[src/rtl/vbuffer_pkg.sv]
`default_nettype none
// ============================================================================
//  Module   : vbuffer_pkg
//  Purpose  : Shared definitions for the vertex-buffer fetch block: fetch
//             FSM state encoding and the vertex word field layout
//             (VECS vectors x COMPS components x COMP_W bits).
//  Ports    : none (package)
//  Revision : 1.0 - initial release
// ============================================================================
package vbuffer_pkg;

    localparam int COMP_W = 18;
    localparam int COMPS  = 3;
    localparam int VECS   = 4;
    localparam int VEC_W  = COMP_W * COMPS;
    localparam int WORD_W = VEC_W * VECS;

    typedef enum logic [0:0] {
        ST_IDLE = 1'b0,
        ST_RUN  = 1'b1
    } fetch_state_t;

    // Bit offset of component `comp` of vector `vec` inside a vertex word.
    function automatic int comp_lsb(input int vec, input int comp);
        return vec * VEC_W + comp * COMP_W;
    endfunction

endpackage
`default_nettype wire

[src/rtl/vbuffer_fetch_if.sv]
`default_nettype none
// ============================================================================
//  Module   : vbuffer_fetch_if
//  Purpose  : Downstream valid/ready stream carrying fetched vertex words.
//  Signals  : out_valid  - word available (master -> slave)
//             out_ready  - consumer accepts (slave -> master)
//             out_data   - vertex word, DATA_WIDTH bits
//             out_index  - 0-based ordinal of the word within the run
//             out_last   - final word of the run
//  Revision : 1.0 - initial release
// ============================================================================
interface vbuffer_fetch_if
    import vbuffer_pkg::*;
#(
    parameter int DATA_WIDTH = WORD_W,
    parameter int ADDR_WIDTH = 12
);

    logic                  out_valid;
    logic                  out_ready;
    logic [DATA_WIDTH-1:0] out_data;
    logic [ADDR_WIDTH:0]   out_index;
    logic                  out_last;

    modport master (
        output out_valid,
        output out_data,
        output out_index,
        output out_last,
        input  out_ready
    );

    modport slave (
        input  out_valid,
        input  out_data,
        input  out_index,
        input  out_last,
        output out_ready
    );

endinterface
`default_nettype wire

[src/rtl/vbuffer_fetch_fifo.sv]
`default_nettype none
// ============================================================================
//  Module   : vbuffer_fetch_fifo
//  Purpose  : Two-entry output FIFO holding fetched words with their index
//             and last tag. Push and pop may happen in the same cycle even
//             when full; the head is held stable until popped.
//  Ports    : clk, rst            - clock, asynchronous active-high reset
//             i_push, i_push_*    - write strobe and entry payload
//             i_pop               - consume the head entry
//             o_head_*            - head entry payload
//             o_full, o_empty     - occupancy flags
//  Revision : 1.0 - initial release
// ============================================================================
module vbuffer_fetch_fifo #(
    parameter int DATA_WIDTH  = 216,
    parameter int INDEX_WIDTH = 13
) (
    input  wire logic                   clk,
    input  wire logic                   rst,
    input  wire logic                   i_push,
    input  wire logic [DATA_WIDTH-1:0]  i_push_data,
    input  wire logic [INDEX_WIDTH-1:0] i_push_index,
    input  wire logic                   i_push_last,
    input  wire logic                   i_pop,
    output logic      [DATA_WIDTH-1:0]  o_head_data,
    output logic      [INDEX_WIDTH-1:0] o_head_index,
    output logic                        o_head_last,
    output logic                        o_full,
    output logic                        o_empty
);

    logic [DATA_WIDTH-1:0]  r_data  [0:1];
    logic [INDEX_WIDTH-1:0] r_index [0:1];
    logic                   r_last  [0:1];
    logic                   r_wr_ptr;
    logic                   r_rd_ptr;
    logic [1:0]             r_count;

    logic w_do_pop;
    logic w_do_push;

    assign w_do_pop  = i_pop && (r_count != 2'd0);
    // A full FIFO still takes a push when the head leaves in the same cycle.
    assign w_do_push = i_push && ((r_count != 2'd2) || w_do_pop);

    always_ff @(posedge clk or posedge rst) begin
        if (rst) begin
            r_data[0]  <= '0;
            r_data[1]  <= '0;
            r_index[0] <= '0;
            r_index[1] <= '0;
            r_last[0]  <= 1'b0;
            r_last[1]  <= 1'b0;
            r_wr_ptr   <= 1'b0;
            r_rd_ptr   <= 1'b0;
            r_count    <= 2'd0;
        end else begin
            if (w_do_push) begin
                r_data[r_wr_ptr]  <= i_push_data;
                r_index[r_wr_ptr] <= i_push_index;
                r_last[r_wr_ptr]  <= i_push_last;
                r_wr_ptr          <= ~r_wr_ptr;
            end
            if (w_do_pop) begin
                r_rd_ptr <= ~r_rd_ptr;
            end
            case ({w_do_push, w_do_pop})
                2'b10:   r_count <= r_count + 2'd1;
                2'b01:   r_count <= r_count - 2'd1;
                default: r_count <= r_count;
            endcase
        end
    end

    assign o_head_data  = r_data[r_rd_ptr];
    assign o_head_index = r_index[r_rd_ptr];
    assign o_head_last  = r_last[r_rd_ptr];
    assign o_full       = (r_count == 2'd2);
    assign o_empty      = (r_count == 2'd0);

endmodule
`default_nettype wire

[src/rtl/vbuffer_fetch.sv]
`default_nettype none
// ============================================================================
//  Module   : vbuffer_fetch
//  Purpose  : Streams `count` consecutive vertex-buffer words starting at
//             `base_addr` (address wraps modulo 2^ADDR_WIDTH) out through a
//             valid/ready interface, one word per cycle when unstalled.
//  Ports    : clock, reset - rising-edge clock, asynchronous active-high reset
//             start        - one-cycle run request (honoured only when idle)
//             base_addr    - first word address, sampled on accepted start
//             count        - words to fetch (0..2^ADDR_WIDTH)
//             read_addr    - buffer read address
//             q            - buffer read data, valid one clock after read_addr
//             busy, done   - run in progress / one-cycle completion pulse
//             out          - output word stream (master side)
//  Revision : 1.0 - initial release
// ============================================================================
module vbuffer_fetch
    import vbuffer_pkg::*;
#(
    parameter int DATA_WIDTH = WORD_W,
    parameter int ADDR_WIDTH = 12
) (
    input  wire logic                  clock,
    input  wire logic                  reset,
    input  wire logic                  start,
    input  wire logic [ADDR_WIDTH-1:0] base_addr,
    input  wire logic [ADDR_WIDTH:0]   count,
    output logic      [ADDR_WIDTH-1:0] read_addr,
    input  wire logic [DATA_WIDTH-1:0] q,
    output logic                       busy,
    output logic                       done,
    vbuffer_fetch_if.master            out
);

    fetch_state_t r_state;
    fetch_state_t w_state_next;
    logic         w_accept;
    logic         w_done_next;

    logic [ADDR_WIDTH-1:0] r_base;
    logic [ADDR_WIDTH:0]   r_count;
    logic [ADDR_WIDTH:0]   r_issued;
    logic                  r_inflight;
    logic [ADDR_WIDTH:0]   r_inflight_index;
    logic                  r_inflight_last;
    logic                  r_done;

    logic                  w_issue;
    logic                  w_issue_last;
    logic                  w_pop;
    logic [1:0]            w_fifo_occ;
    logic [1:0]            w_credit;
    logic                  w_fifo_full;
    logic                  w_fifo_empty;
    logic [DATA_WIDTH-1:0] w_head_data;
    logic [ADDR_WIDTH:0]   w_head_index;
    logic                  w_head_last;

    // ------------------------------------------------------------------
    // Issue control. Words in flight plus words buffered may never exceed
    // the two FIFO slots; a pop this cycle frees a slot before the next
    // capture, which is what sustains one word per cycle when unstalled.
    // ------------------------------------------------------------------
    assign w_pop        = out.out_valid && out.out_ready;
    assign w_fifo_occ   = w_fifo_full ? 2'd2 : (w_fifo_empty ? 2'd0 : 2'd1);
    assign w_credit     = {1'b0, r_inflight} + w_fifo_occ - {1'b0, w_pop};
    assign w_issue      = (r_state == ST_RUN) && (r_issued < r_count) &&
                          (w_credit < 2'd2);
    assign w_issue_last = (r_issued == (r_count - 1'b1));

    assign read_addr    = r_base + r_issued[ADDR_WIDTH-1:0];
    assign busy         = (r_state == ST_RUN);
    assign done         = r_done;

    // ------------------------------------------------------------------
    // Run FSM
    // ------------------------------------------------------------------
    always_ff @(posedge clock or posedge reset) begin
        if (reset) begin
            r_state <= ST_IDLE;
        end else begin
            r_state <= w_state_next;
        end
    end

    always_comb begin
        w_state_next = r_state;
        w_accept     = 1'b0;
        w_done_next  = 1'b0;
        case (r_state)
            ST_IDLE: begin
                if (start) begin
                    w_accept = 1'b1;
                    // An empty run completes immediately without reads.
                    if (count != '0) begin
                        w_state_next = ST_RUN;
                    end else begin
                        w_done_next = 1'b1;
                    end
                end
            end
            ST_RUN: begin
                if (w_pop && w_head_last) begin
                    w_state_next = ST_IDLE;
                    w_done_next  = 1'b1;
                end
            end
            default: begin
                w_state_next = ST_IDLE;
            end
        endcase
    end

    // ------------------------------------------------------------------
    // Run bookkeeping and the one-cycle read pipeline stage
    // ------------------------------------------------------------------
    always_ff @(posedge clock or posedge reset) begin
        if (reset) begin
            r_base           <= '0;
            r_count          <= '0;
            r_issued         <= '0;
            r_inflight       <= 1'b0;
            r_inflight_index <= '0;
            r_inflight_last  <= 1'b0;
            r_done           <= 1'b0;
        end else begin
            if (w_accept) begin
                r_base   <= base_addr;
                r_count  <= count;
                r_issued <= '0;
            end else if (w_issue) begin
                r_issued <= r_issued + 1'b1;
            end
            // q for the address issued now is captured on the next edge.
            r_inflight <= w_issue;
            if (w_issue) begin
                r_inflight_index <= r_issued;
                r_inflight_last  <= w_issue_last;
            end
            r_done <= w_done_next;
        end
    end

    vbuffer_fetch_fifo #(
        .DATA_WIDTH  (DATA_WIDTH),
        .INDEX_WIDTH (ADDR_WIDTH + 1)
    ) u_fifo (
        .clk          (clock),
        .rst          (reset),
        .i_push       (r_inflight),
        .i_push_data  (q),
        .i_push_index (r_inflight_index),
        .i_push_last  (r_inflight_last),
        .i_pop        (w_pop),
        .o_head_data  (w_head_data),
        .o_head_index (w_head_index),
        .o_head_last  (w_head_last),
        .o_full       (w_fifo_full),
        .o_empty      (w_fifo_empty)
    );

    assign out.out_valid = !w_fifo_empty;
    assign out.out_data  = w_head_data;
    assign out.out_index = w_head_index;
    assign out.out_last  = w_head_last;

endmodule
`default_nettype wire

[src/flat_wrapper.sv]
// flat-port wrapper written by rule: the top's interface ports become plain ports
module vbuffer_fetch_flat import vbuffer_pkg::*;
#(
    parameter int DATA_WIDTH = WORD_W,
    parameter int ADDR_WIDTH = 12
)
  (clock, reset, start, base_addr, count, read_addr, q, busy, done, out_out_valid, out_out_data, out_out_index, out_out_last, out_out_ready);
  vbuffer_fetch_if #(.DATA_WIDTH(DATA_WIDTH), .ADDR_WIDTH(ADDR_WIDTH)) out_i ();
  input  wire logic clock;
  input  wire logic reset;
  input  wire logic start;
  input  wire logic [ADDR_WIDTH-1:0] base_addr;
  input  wire logic [ADDR_WIDTH:0] count;
  output logic      [ADDR_WIDTH-1:0] read_addr;
  input  wire logic [DATA_WIDTH-1:0] q;
  output logic busy;
  output logic done;
  output wire logic [$bits(out_i.out_valid)-1:0] out_out_valid;
  output wire logic [$bits(out_i.out_data)-1:0] out_out_data;
  output wire logic [$bits(out_i.out_index)-1:0] out_out_index;
  output wire logic [$bits(out_i.out_last)-1:0] out_out_last;
  input wire logic [$bits(out_i.out_ready)-1:0] out_out_ready;
  assign out_out_valid = out_i.out_valid;
  assign out_out_data = out_i.out_data;
  assign out_out_index = out_i.out_index;
  assign out_out_last = out_i.out_last;
  assign out_i.out_ready = out_out_ready;
  vbuffer_fetch #(.DATA_WIDTH(DATA_WIDTH), .ADDR_WIDTH(ADDR_WIDTH)) u_core (.clock(clock), .reset(reset), .start(start), .base_addr(base_addr), .count(count), .read_addr(read_addr), .q(q), .busy(busy), .done(done), .out(out_i));
endmodule
[config.mk]
export PLATFORM = sky130hd
export DESIGN_NAME = vbuffer_fetch_flat
export DESIGN_NICKNAME = d
export VERILOG_FILES = /design/src/rtl/vbuffer_pkg.sv /design/src/rtl/vbuffer_fetch_if.sv /design/src/rtl/vbuffer_fetch_fifo.sv /design/src/rtl/vbuffer_fetch.sv /design/src/flat_wrapper.sv
export SDC_FILE = /design/constraint.sdc
export NUM_CORES = 1
export LEC_CHECK = 0
export CAP_MARGIN = 10
export CELL_PAD_IN_SITES_DETAIL_PLACEMENT = 1
export CELL_PAD_IN_SITES_GLOBAL_PLACEMENT = 1
export CORE_AREA = 2 2 214 268
export DETAILED_ROUTE_END_ITERATION = 8
export DIE_AREA = 0 0 216 270
export GPL_TIMING_DRIVEN = 0
export PLACE_DENSITY_LB_ADDON = 0.3
export SKIP_LAST_GASP = 1
export SLEW_MARGIN = 20
export SYNTH_ARGS = -nofsm -noshare
export SYNTH_HDL_FRONTEND = slang
export SYNTH_SLANG_ARGS = --single-unit
[constraint.sdc]
create_clock -name clock -period 19 [get_ports clock]
set_clock_uncertainty 0.2 [all_clocks]
set_input_delay 1.9 -clock clock [delete_from_list [all_inputs] [get_ports clock]]
set_output_delay 1.9 -clock clock [all_outputs]
set_load 0.05 [all_outputs]
==> flow_summary.yaml, run 1 <==
layout:
  final_common_cell: "mux2_2"
  area_delta_synth_final_pct: 34.2
  final_cell_mix: "697 x mux2_2, 519 x dfrtp_1, 489 x clkdlybuf4s50_1"
  finalNetCount: 2441
  instances_no_fill: 2969
  drive_gt1_share_pct: 37.0
  fill_cells: 5468
job:
  max-cap-violations: 0
setup_path:
  reg2reg_depth: 7
  r2r_slack_ns: 15.36
  reg2reg_from: "u_core.r_issued[11]"
  crit_required_ns: 16.90
  criticalPathCategory: "reg -> out"
  cp-start-kind: "flop"
  arrival_ns: 3.84
  r2r-end: "u_core.r_issued[12]"
  endpoint_kind: "primary output"
  cp_max_fo: 6
  startpoint: "u_core.r_issued[0]"
placed_design:
  io_buffer_count: 489
  routabilityCongestion: 0.828
  dp_cells: 2852
  hpwl_um: 50400
floorplanning:
  start_util_pct: 41.6
  dieArea_sq_um: 58300
  dieHeight_um: 270
  num_io_pins: 490
  die_x_um: 216
  rows: 97
  core_area_sq_um: 55800
drt:
  finalWirelength_um: 69700
  wl_per_cell_um: 23.5
  wl_met1_um: 26300
  dr.pass1.iters: 4
  routed-wl-met2_um: 37100
  top_layer: "met5"
  drc: 0
  vias: 15400
  wl_met3_um: 2990
  ant_nets: 0
  viasPerCell: 5.20
  initialDrtViolationCount: 582
global_routing:
  grt_overflow: 0
  grt_pass1_wl_um: 107000
  grt_max_degree: 110
  track_usage_pct: 23.9
  first_global_vias: 17600
  grt_antenna_before_repair: 19
sta:
  hold_ws_ns: 0.284
  timing.slew.headroom_pct: 32.1
  clock.fmax_mhz: 168
  rsz0062_at_grt: "no"
  layout_min_cycle_time_ns: 5.94
  hold_viol: 0
  setup_viol: 0
  drv_slew: 0
  worst_pin_slew_ns: 1.02
  timing.final.crit_share_pct: 31.3
synth:
  yosys.area_share.simple_pct: 2.94
  yosysSeqAreaShare_pct: 56.0
  synth-edff-count: 0
  synth_warnings: 0
  synth.distinct_cells: 49
  synth-compound-area-share_pct: 1.89
  synth-main-ff-cell: "dfrtp_1"
  synth_xor_area_share_pct: 1.33
  yosys.area_share.adder_pct: 1.60
  netlist_area_sq_um: 23200
  syn-num-nets: 1890
  synth_top_family_by_area: "multiplexers"
  netlist_instances: 1616
  ys_async_sr_fraction_pct: 100
  muxShareOfSynthArea_pct: 34.4
  synth-seq-cells: 519
  syn_area_per_cell_sq_um: 14.4
outcome:
  outcome: "complete, no violations"
clocking:
  h-tree-depth: 2
  post-cts-setup-buffers: 0
  cts.sinks: 519
  cts.reportedPaths.clkPinSlew_ns: 0.06
  clk_latency_ns: 0.59
  cts_tree: "done"
  hold_buffers: 0
  numCtsBuffers: 55
  clk_path_buf_depth: 3
  ctsResizeCount: 0
  cts-root-buf: "clkbuf_16"
worst_hold_path:
  holdPathEnd: "u_core.r_base[6]"
  min-delay-start: "u_core.r_base[6]"
  hold_class: "reg -> reg"
  whs_path_depth: 2
[logic make-up (layout without fill, tap and decap cells)]
logic type | Yosys count | count (layout)
AND/OR/NAND/NOR | 148 | 148
other | 0 | 17
flip-flops | 519 | 519
adder cells (fa/ha/maj) | 29 | 29
buffers and inverters | 108 | 702
XOR/XNOR | 33 | 33
multiplexers | 710 | 710
AO/OA/AOI/OAI | 69 | 69
[synth_stat cells, types with 8 or more instances]
cell type,instances,share of area [%]
inv_1,20,0.32
ha_1,28,1.5
o21ai_0,23,0.50
mux2i_1,8,0.35
a21oi_1,15,0.32
nand2_1,75,1.2
mux2_2,697,34
nand3_1,10,0.22
nor2_1,20,0.32
nor3_1,10,0.22
buf_2,18,0.39
xor2_1,9,0.34
dfrtp_1,519,56
xnor2_1,23,0.87
clkbuf_1,64,1.0
[area by class of cell]
cell class | count | area [sq um] | share of cell area (%)
Sequential cell | 519 | 13000 | 41.7
Multi-Input combinational cell | 989 | 9780 | 31.4
Timing Repair Buffer | 494 | 5030 | 16.2
Clock buffer | 82 | 1630 | 5.23
Tap cell | 742 | 928 | 2.98
Buffer | 88 | 357 | 1.15
Clock inverter | 18 | 300 | 0.964
Inverter | 20 | 82.6 | 0.265
Antenna cell | 17 | 42.5 | 0.137
[worst max path at each step]
stage	to	slack [ns]	cells past startpoint
after floorplan	u_core.busy	2.40	1
after global placement	u_core.r_count[0]	-3.23	2
after detailed placement	read_addr[10]	13.67	9
after CTS	out_out_data[202]	12.99	5
after global routing	read_addr[10]	12.93	9
final	read_addr[10]	13.06	9
[metrics by stage]
stage | instance area (sq um) | setup WS (ns) | utilization, % | TNS (ns)
4_1_cts | 31100 | 12.99 | 55.7 | 0
5_1_grt | 31100 | 12.93 | 55.8 | 0
2_1_floorplan | 23200 | 2.40 | - | 0
6_report | 31100 | 13.06 | 55.8 | 0
3_5_place_dp | 29200 | 13.67 | 52.3 | 0
3_3_place_gp | 29000 | -3.23 | 52.0 | -1643.25
[state kept, by name, summed over array words and instances, names as in the netlist]
name and cells:
u_core.r_inflight_index 13, u_core.u_fifo.r_wr_ptr 1, u_core.busy 1, u_core.r_inflight 1
u_core.r_base 12, u_core.done 1, u_core.r_inflight_last 1, u_core.u_fifo.r_data 432
u_core.u_fifo.r_rd_ptr 1, u_core.u_fifo.r_count 2, u_core.u_fifo.r_index 26, u_core.r_count 13
u_core.r_issued 13, u_core.u_fifo.r_last 2
[metal layers]
metal,vias up,GRT usage [%]
li1,6904,-
met1,7990,27.0
met2,380,42.9
met3,159,4.43
met4,4,12.3
met5,-,0
[critical path, cell delays in order (launching register included)]
cell             delay [ns]
dfrtp_1                0.48
ha_1                   0.27
fa_1                   0.42
a21o_1                 0.18
a21oi_1                0.27
o211ai_1               0.18
a31o_2                 0.26
a21oi_1                0.18
xnor2_1                0.17
clkdlybuf4s50_1        0.85
Power of run 1 is left out: the tool's default activity adds up to more than one toggle a clock period on the data nets, which glitch-free logic cannot reach.
==> run 2: changes to the inputs <==
==> constraint.sdc (replaced) <==
create_clock -name clock -period 6.2 [get_ports clock]
set_clock_uncertainty 0.2 [all_clocks]
set_input_delay 0.62 -clock clock [delete_from_list [all_inputs] [get_ports clock]]
set_output_delay 0.62 -clock clock [all_outputs]
set_load 0.05 [all_outputs]
==> run 2 against run 1 <==
  * Design area up 0.22%
  * Register-to-register slack worse by 13 ns
  * Die area unchanged
  * Worst hold slack worse by 0.023 ns
  * Wire length shrank 1.0%
  * Critical endpoint is now out_out_data[202]
  * Largest cell class unchanged
==> flow_summary.yaml, run 2 (synthesized netlist as in run 1, its figures left out) <==
outcome:
  outcome: "complete, no violations"
clocking:
  clk_latency_ns: 0.59
  ctsResizeCount: 0
  cts.sinks: 519
  h-tree-depth: 2
  cts-root-buf: "clkbuf_16"
  hold_buffers: 0
  post-cts-setup-buffers: 0
  clk_path_buf_depth: 3
  numCtsBuffers: 53
  cts_tree: "done"
  cts.reportedPaths.clkPinSlew_ns: 0.06
layout:
  final_area_sq_um: 31200
  finalNetCount: 2450
  area_delta_synth_final_pct: 34.5
  drive_gt1_share_pct: 37.3
  final_cell_mix: "697 x mux2_2, 519 x dfrtp_1, 489 x clkdlybuf4s50_1"
  reg.largest.list: "u_core.u_fifo.r_data x432, u_core.u_fifo.r_index x26"
  largest_reg_flops: 432
  top_register: "u_core.u_fifo.r_data"
  final_common_cell: "mux2_2"
  fin_util_pct: 55.9
sta:
  hold_viol: 0
  worst_pin_slew_ns: 1.07
  setup_viol: 0
  layout_min_cycle_time_ns: 4.67
  drv_slew: 0
  rsz0062_at_grt: "no"
  fin_ws_ns: 1.53
  timing.final.crit_share_pct: 75.4
  clock.fmax_mhz: 214
  timing.slew.headroom_pct: 28.5
  fin_tns_setup_ns: 0
floorplanning:
  num_io_pins: 490
  start_util_pct: 41.6
  dieHeight_um: 270
  die_x_um: 216
  core_area_sq_um: 55800
  rows: 97
  dieArea_sq_um: 58300
setup_path:
  critPathMaxStageDelay_ns: 0.90
  cp-start-kind: "flop"
  cp_top_family: "buffers and inverters"
  endpoint_kind: "primary output"
  criticalPathCategory: "reg -> out"
  cp_common_cell: "clkbuf_1"
  arrival_ns: 3.85
  crit_required_ns: 5.38
  crit_path_top_delay_cell: "clkdlybuf4s50_1"
  cp_max_fo: 10
  critPathBufInv: 4
  path_cells: "clkbuf_1 -> clkbuf_1 -> clkbuf_1 -> mux2_2 -> clkdlybuf4s50_1"
global_routing:
  grt_antenna_before_repair: 17
  track_usage_pct: 23.7
  grt_pass1_wl_um: 107000
  first_global_vias: 17700
  grt_max_degree: 37
  grt_overflow: 0
drt:
  ant_nets: 0
  initialDrtViolationCount: 604
  viasPerCell: 5.20
  wl_per_cell_um: 23.2
  dr.pass1.iters: 4
  finalWirelength_um: 69000
  drc: 0
  vias: 15500
placed_design:
  dpl_cell_area_sq_um: 29400
  dp_slack_ns: 2.07
  routabilityCongestion: 0.828
  io_buffer_count: 489
  hpwl_um: 50800
job:
  max-cap-violations: 0
worst_hold_path:
  hold_class: "in -> async"
run 2: per-stage QoR:
stage          hold slack [ns]  cells
6_report                 0.261   2973
5_1_grt                  0.285   2972
3_5_place_dp             0.267   2863
3_3_place_gp             0.259   2847
2_1_floorplan            0.244   1616
4_1_cts                  0.253   2958
run 2: cell type report:
cell class,instances,area [sq um]
Clock inverter,17,245
Timing Repair Buffer,505,5220
Clock buffer,78,1570
Fill cell,5451,24600
Antenna cell,15,37.5
Multi-Input combinational cell,989,9780
Tap cell,742,928
Buffer,88,357
Sequential cell,519,13000
Inverter,20,78.8
run 2: layer usage:
| metal | vias to the layer above | part of all wire [%] | track usage (%) | wire length [um] |
|---|---|---|---|---|
| met1 | 8073 | 38 | 26.5 | 26000 |
| met3 | 126 | 4.4 | 4.49 | 3040 |
| met2 | 365 | 54 | 43.6 | 37200 |
| met5 | - | 0.026 | 0 | 18 |
| li1 | 6892 | - | - | - |
| met4 | 4 | 4.0 | 10.3 | 2750 |
run 2: worst paths after layout:
path | from | endpoint | slack [ns] | cells past startpoint
max in group asynchronous | reset | u_core.u_fifo.r_data[2] | 3.95 | 7
hold reg to reg | u_core.u_fifo.r_last[0] | u_core.u_fifo.r_last[0] | 0.28 | 2
hold / removal | reset | u_core.u_fifo.r_data[170] | 0.26 | 2
setup reg to reg | u_core.r_issued[11] | u_core.r_inflight_index[0] | 2.69 | 7
min in group clock | u_core.u_fifo.r_last[0] | u_core.u_fifo.r_last[0] | 0.28 | 2
setup / recovery | u_core.u_fifo.r_rd_ptr | out_out_data[202] | 1.53 | 5
run 2: worst register-to-register path: stages, from the launching register on:
cell	delay, ns
dfrtp_1	0.53
ha_1	0.40
a21o_1	0.17
a2111oi_0	0.60
o21ai_1	0.37
nor2_2	0.47
buf_4	0.29
mux2_1	0.36
Power of run 2 is left out for the same reason.
